## src/rtl/pipeline_hazard_ctrl.sv

```systemverilog
// pipeline_hazard_ctrl: RAW interlock and taken-jump flush controller for the 5-stage 8-bit pipeline
// ports: clock, reset_n (sync, active low); id_* describe the instruction sitting in ID;
// ex_jump_valid/ex_taken resolve a jump in EX; pc_en/if_id_en/if_id_kill/id_ex_bubble steer
// the pipeline registers; stall_cnt/flush_cnt are saturating perf counters; state is RUN/STALL/FLUSH.
module pipeline_hazard_ctrl #(
  parameter int RA_W = 2,
  parameter int CNT_W = 16,
  parameter bit WB_BYPASS = 1'b0
) (
  input  logic             clock,
  input  logic             reset_n,
  input  logic             id_valid,
  input  logic [RA_W-1:0]  id_rs_a,
  input  logic             id_rs_used,
  input  logic [RA_W-1:0]  id_rd_a,
  input  logic             id_rd_used,
  input  logic             id_reg_w_en,
  input  logic             id_is_jump,
  input  logic             ex_jump_valid,
  input  logic             ex_taken,
  output logic             pc_en,
  output logic             if_id_en,
  output logic             if_id_kill,
  output logic             id_ex_bubble,
  output logic [CNT_W-1:0] stall_cnt,
  output logic [CNT_W-1:0] flush_cnt,
  output logic [1:0]       state
);
  typedef enum logic [1:0] {RUN = 2'd0, STALL = 2'd1, FLUSH = 2'd2} state_t;
  state_t cur, nxt;
  logic ex_v, mem_v, wb_v;
  logic [RA_W-1:0] ex_a, mem_a, wb_a;
  logic rs_hit, rd_hit, hazard, flush, stall, issue;
  logic unused_jump;
  // reserved for static prediction; deliberately has no effect
  assign unused_jump = id_is_jump;
  assign state = cur;
  always_comb begin
    rs_hit = (ex_v && ex_a == id_rs_a) || (mem_v && mem_a == id_rs_a) ||
             (!WB_BYPASS && wb_v && wb_a == id_rs_a);
    rd_hit = (ex_v && ex_a == id_rd_a) || (mem_v && mem_a == id_rd_a) ||
             (!WB_BYPASS && wb_v && wb_a == id_rd_a);
    hazard = id_valid && ((id_rs_used && rs_hit) || (id_rd_used && rd_hit));
    // EX holds our own bubble during FLUSH, so a still-high jump there is stale
    flush = ex_jump_valid && ex_taken && cur != FLUSH;
    stall = hazard && !flush;
    issue = id_valid && !hazard && !flush;
    nxt = flush ? FLUSH : hazard ? STALL : RUN;
    pc_en = !stall;
    if_id_en = !stall;
    if_id_kill = flush;
    id_ex_bubble = flush || hazard;
  end
  always_ff @(posedge clock) begin
    if (!reset_n) begin
      ex_v <= 1'b0;
      mem_v <= 1'b0;
      wb_v <= 1'b0;
      ex_a <= '0;
      mem_a <= '0;
      wb_a <= '0;
      cur <= RUN;
      stall_cnt <= '0;
      flush_cnt <= '0;
    end else begin
      ex_v <= issue && id_reg_w_en;
      ex_a <= (issue && id_reg_w_en) ? id_rd_a : '0;
      mem_v <= ex_v;
      mem_a <= ex_a;
      wb_v <= mem_v;
      wb_a <= mem_a;
      cur <= nxt;
      if (stall && !(&stall_cnt)) stall_cnt <= stall_cnt + CNT_W'(1);
      if (flush && !(&flush_cnt)) flush_cnt <= flush_cnt + CNT_W'(1);
    end
  end
endmodule
```

## config.mk

```make
export PLATFORM = sky130hd
export DESIGN_NAME = pipeline_hazard_ctrl
export DESIGN_NICKNAME = d
export VERILOG_FILES = /design/src/rtl/pipeline_hazard_ctrl.sv
export SDC_FILE = /design/constraint.sdc
export NUM_CORES = 1
export LEC_CHECK = 0
export ABC_AREA = 1
export BUFFER_PORTS_ARGS = -buffer_cell sky130_fd_sc_hd__buf_2
export CORE_ASPECT_RATIO = 1.25
export CORE_MARGIN = 2
export CORE_UTILIZATION = 49
export DETAILED_ROUTE_END_ITERATION = 7
export GPL_TIMING_DRIVEN = 0
export HOLD_SLACK_MARGIN = 0.02
export PLACE_DENSITY_LB_ADDON = 0.3
export SLEW_MARGIN = 20
export SYNTH_ARGS = -nofsm -noshare
export SYNTH_HDL_FRONTEND = slang
export SYNTH_SLANG_ARGS = --single-unit
export TNS_END_PERCENT = 20
```

## constraint.sdc

```tcl
create_clock -name clock -period 1.7 [get_ports clock]
set_clock_uncertainty 0.15 [all_clocks]
set_input_delay 0.255 -clock clock [delete_from_list [all_inputs] [get_ports clock]]
set_output_delay 0.255 -clock clock [all_outputs]
set_load 0.1 [all_outputs]
```

# Yosys cells after proc, flatten, opt, wreduce, memory -nomap -nowiden
# Cells that the tools add are included.
[totals]
out_inout_bits = 38
mem_bits_ro = 0
mem_bits_rw = 0
wordCells = 54
register_bits = 43
mem_count = 0
latch_bits = 0
input_bits = 13
[op_classes]
n_eq_ne = 7
n_shift = 0
n_addsub = 2
mux = 2
n_div = 0
n_reduce_logical = 32
n_mul = 0
n_lt_le_gt_ge = 0
n_bitwise = 1
[op_table]
columns = ["op", "n"]
rows = [
  ["adder 16 x 1 -> 16 bit (second input constant)", 2],
  ["AND reduction 16 bit", 2],
  ["logical AND 1 bit", 17],
  ["== test 2 bit", 6],
  ["logical OR 1 bit", 6],
  ["logical NOT 1 bit", 5],
  ["2-to-1 mux 2 bit", 1],
  ["inequality test 2 bit (second input constant)", 1],
  ["AND reduction 2 bit", 1],
  ["OR reduction 2 bit", 1],
  ["2-to-1 mux 1 bit", 1],
  ["NOT 1 bit", 1],
]

# Longest topological paths before layout
[depth]
word_depth = 12
mapped_depth = 12
mapped_depth_nobuf = 11

# Worst setup path after synthesis
# OpenSTA, ideal clock, no wires.
[synth_path]
path_kind = "flip-flop to output port"
startpoint = "register cur[0] (netlist: state[0])"
endpoint = "output pc_en"
path_buffers = 1
arrival_time_ps = 3256
t_required_ps = 1295
stages_incl_launch_ff = 6
slack_ps = -1961
path_cell_list = "dfxtp_1 inv_1 a21oi_4 inv_1 nand3_1 buf_4"
[synth_between]
elab_chain_len = 5
[synth_lines]
columns = ["element", "line_no", "rtl"]
rows = [
  ["start: declaration", "30", "state_t cur, nxt;"],
  ["start signal: assignment", "72", "cur <= nxt;"],
  ["inequality test 2 bit", "45", "flush = ex_jump_valid && ex_taken && cur != FLUSH;"],
  ["logical AND 1 bit", "45", ""],
  ["net if_id_kill", "23", "output logic if_id_kill,"],
  ["logical NOT 1 bit", "46", "stall = hazard && !flush;"],
  ["logical AND 1 bit", "46", ""],
  ["logical NOT 1 bit", "-", ""],
  ["end: declaration", "21", "output logic pc_en,"],
]
# The timed path passes the listed nets, and every way through them passes these cells.

# Final worst setup path
[layout_path]
startpoint = "register cur[0] (netlist: state[0])"
endpoint = "output id_ex_bubble"
[layout_between]
elab_chain_len = 3
[layout_lines]
columns = ["element", "line_no", "rtl"]
rows = [
  ["inequality test 2 bit", "45", ""],
  ["logical AND 1 bit", "45", ""],
  ["logical OR 1 bit", "52", "id_ex_bubble = flush || hazard;"],
  ["end: declaration", "24", "output logic id_ex_bubble,"],
]
# Every way passes these cells.

==> impl_table.tex <==
\begin{tabular}{lr}
\hline
Metric & Value \\
\hline
\multicolumn{2}{l}{\textbf{Global route}} \\
Congestion Overflow GR & 0 \\
Antenna violations before repair & 0 \\
Wire length of the first global-routing pass & 10.6 mm \\
Total global routing track utilization & 24.0\% \\
Maximum number of pins on one net before global-route repair & 14 \\
Number of global-route vias before repair & 2464 \\
\multicolumn{2}{l}{\textbf{Yosys}} \\
Commonest register cell after synthesis & dfxtp\_1 \\
Area share of the largest cell type after synthesis & 34.5\% \\
Share of the yosys chip area belonging to registers & 34.5\% \\
Total of warnings raised by yosys & 0 \\
Avg Inst Size Synth & 6.37 µm² \\
Largest family of logic cells by synthesized area & simple AND/OR/NAND/NOR gates \\
Cell Area, Synth & 2500 µm² \\
Number of instances in the synthesized netlist & 392 \\
Seq cells post-synth & 43 \\
Synthesized-area fraction occupied by xor and xnor cells & 1.40\% \\
Synth async-reset ratio & 0\% \\
Most numerous cell in the Yosys netlist & nand2\_1 \\
Top cell type by total area after synthesis & dfxtp\_1 \\
Compound-gate portion of the synthesized area & 9.61\% \\
Most frequent cells after synthesis & nand2\_1, inv\_1, nor2\_1 \\
Post-synth EDFFs & 0 \\
Share of synthesized cell area in full adder, half adder and majority cells & 1.00\% \\
Cell types occupying the most area after synthesis & dfxtp\_1, nand2\_1, inv\_1, nor2\_1, nand3\_1 \\
Simple-gate area share of the yosys netlist & 39.6\% \\
Distinct cell type count after synthesis & 37 \\
Multiplexer share of the synthesized area & 0\% \\
Post-synthesis net count & 407 \\
\multicolumn{2}{l}{\textbf{Floorplanning}} \\
Effective utilization at floorplan & 49.9\% \\
X dimension of the die & 67.9 µm \\
Die outline area & 5690 µm² \\
Total I/O pin count & 51 \\
Number of placement rows & 29 \\
Die H & 83.8 µm \\
CORE AREA & 5010 µm² \\
\multicolumn{2}{l}{\textbf{Setup path}} \\
Capture point of the critical path & id\_ex\_bubble \\
CP Data Required Time & 1.29 ns \\
Crit Path Max Fanout & 10 \\
Category of the worst setup path capture point & output pin \\
Slowest-stage cell, CP & dfxtp\_4 \\
Critical Path Max Stage Delay & 0.35 ns \\
Flop-to-flop setup slack & -0.13 ns \\
Cell breakdown of the critical path & inv\_2, a21oi\_4, inv\_2, clkbuf\_4, nand2\_8, buf\_12 \\
Worst setup path startpoint & state[0] \\
Element type at the critical path start & flop \\
Worst r2r path cells & 11 \\
Kind of critical path & reg -> out \\
Critical path data arrival time & 1.63 ns \\
Critical Path Most Common Cell & inv\_2 \\
End of the worst register-to-register path & flush\_cnt[14] \\
Worst reg2reg path startpoint & flush\_cnt[0] \\
\multicolumn{2}{l}{\textbf{Run status}} \\
Violated checks & negative setup slack \\
Result of the run & complete, but fails checks \\
\multicolumn{2}{l}{\textbf{Power and ir drop}} \\
Combinational cell fraction of total power & 15.2\% \\
Part of the power in the clock network & 38.3\% \\
Share of total power consumed by net switching & 27.7\% \\
Sequential power share & 46.5\% \\
Int Power & 1600 µW \\
Pwr/cell area & 656 nW/µm² \\
Total Power & 2220 µW \\
Net switching power figure & 615 µW \\
Largest voltage drop on the vdd net & 0.492 mV \\
Leak & 0.00168 µW \\
\multicolumn{2}{l}{\textbf{Clock network}} \\
Register clock-pin slew on the reported worst setup and hold paths & 0.08 ns \\
Sinks on the clock net & 43 \\
H-tree depth & 2 \\
Clock Latency Late Sink & 0.30 ns \\
Clock root buffer & clkbuf\_8 \\
Post-CTS Hold Fix Bufs & 0 \\
TritonCTS Buffers & 5 \\
CTS Buffer Depth & 2 \\
CTS tree & built \\
\multicolumn{2}{l}{\textbf{Layout}} \\
Number of standard cells in the layout, taps in and fillers out & 526 \\
Ratio of cells with drive above 1 in the final layout & 35.1\% \\
Layout Area Growth over Synthesis & 35.2\% \\
Final net count & 478 \\
Antenna cells & 0 \\
Finished Core Util & 67.5\% \\
\multicolumn{2}{l}{\textbf{Timing}} \\
Setup slack of the critical path after layout & -0.333 ns \\
RSZ-0062 raised after global routing & true \\
Min Tclk post-route & 2.03 ns \\
Number of pins with negative max-slew slack in the final report & 0 \\
Tightest hold margin & 0.0853 ns \\
Actual transition at the worst max-transition pin & 0.579 ns \\
Number of endpoints failing setup at the final stage & 28 \\
Maximum clock frequency & 492 MHz \\
Hold Fails Final Rpt & 0 \\
Worst-case headroom to the max-slew limit & 61.4\% \\
Final clock period utilization by the worst path & 120\% \\
\multicolumn{2}{l}{\textbf{Drt}} \\
Drt first pass iters & 5 \\
Post-detailed-routing wire length & 6.58 mm \\
Antenna-violating nets left & 0 \\
DRT iter0 DRCs & 266 \\
Detailed-route DRC error count & 0 \\
Number of vias after detailed routing & 2710 \\
Wire per inst & 12.5 µm \\
Via-per-instance ratio & 5.15 \\
\multicolumn{2}{l}{\textbf{Placed design}} \\
Routability Congestion & 0.889 \\
Post-placement cell count & 502 \\
Buffers added on ports & 48 \\
Hpwl dp & 4.36 mm \\
\multicolumn{2}{l}{\textbf{Run}} \\
Max-cap viol count & 0 \\
\multicolumn{2}{l}{\textbf{Hold path}} \\
Worst hold path class & in -> reg \\
\hline
\end{tabular}
sequential cells by signal, indices dropped and copies added, names as in the netlist:
name,flops
state,2
ex_v,1
mem_v,1
stall_cnt,16
ex_a,2
mem_a,2
wb_v,1
flush_cnt,16
wb_a,2
cell type report:
cell class,instances,area (µm²)
fill,427,1630
multi-input combinational,263,1480
sequential,43,903
timing repair buffer,63,420
inverter,78,300
clock buffer,6,82.6
tap,62,77.6
buffer,9,75.1
clock inverter,2,35.0
cells in the final DEF, fill, tap and decap left out, drive strengths merged, types with 8 or more instances in the layout:
master / synthesis / layout
nand2: 113 / 113
buf: 6 / 67
dfxtp: 43 / 43
inv: 77 / 78
o21ai: 8 / 8
o21bai: 9 / 9
clkbuf: 3 / 11
nand4: 16 / 17
a21oi: 18 / 18
nand3: 20 / 20
nor2: 56 / 56
cells by family (layout without fill, tap and decap cells):
logic type,after synthesis,after routing
flip-flops,43,43
buffers and inverters,87,158
AO/OA/AOI/OAI,36,36
AND/OR/NAND/NOR,220,221
adder cells (fa/ha/maj),2,2
XOR/XNOR,4,4
worst max-delay path: cells and delay by family (launching register included):
family,cells,cell delay [ns]
buffers and inverters,4,0.60
AOI/OAI and AO/OA,1,0.27
DFF,1,0.35
and+or+nand+nor,1,0.10
what timing repair did:
action	4_1_cts	5_1_grt
endpoints found under the setup margin	35	38
pin swaps	12	12
cloned	2	0
buffers inserted	12	5
gates resized for setup	36	34
worst min path at each step:
stage,startpoint,endpoint,slack (ns),cells after the start
3_3_place_gp,ex_v,mem_v,0.26,2
6_report,id_reg_w_en,ex_v,0.09,3
3_5_place_dp,ex_v,mem_v,0.28,2
5_1_grt,id_reg_w_en,ex_v,0.1,3
2_1_floorplan,ex_v,mem_v,0.26,2
4_1_cts,id_reg_w_en,ex_v,0.08,3
routing by layer:
metal | vias up | global-route usage, % | part of all wire, %
met5 | - | 0 | 0
met2 | 105 | 42.1 | 52
met4 | 0 | 9.27 | 2.5
li1 | 1356 | - | -
met1 | 1227 | 27.8 | 39
met3 | 22 | 4.59 | 6.0
power groups by stage:
stage	sequential (µW)	combinational [µW]	clock (µW)
2_1_floorplan	1120	137	0
3_3_place_gp	1060	255	0
3_5_place_dp	1060	260	0
4_1_cts	1030	313	856
5_1_grt	1030	357	902
6_report	1030	336	849
metrics by stage:
step | setup slack [ns] | TNS (ns) | instance area (µm²)
4_1_cts | -0.295 | -2.55 | 3260
3_5_place_dp | -0.565 | -4.17 | 2890
6_report | -0.333 | -2.54 | 3380
5_1_grt | -0.385 | -6.07 | 3380
2_1_floorplan | -0.681 | -17.51 | 2570
3_3_place_gp | -0.554 | -3.28 | 2890
No activity file was read; power rests on OpenSTA's default activity.
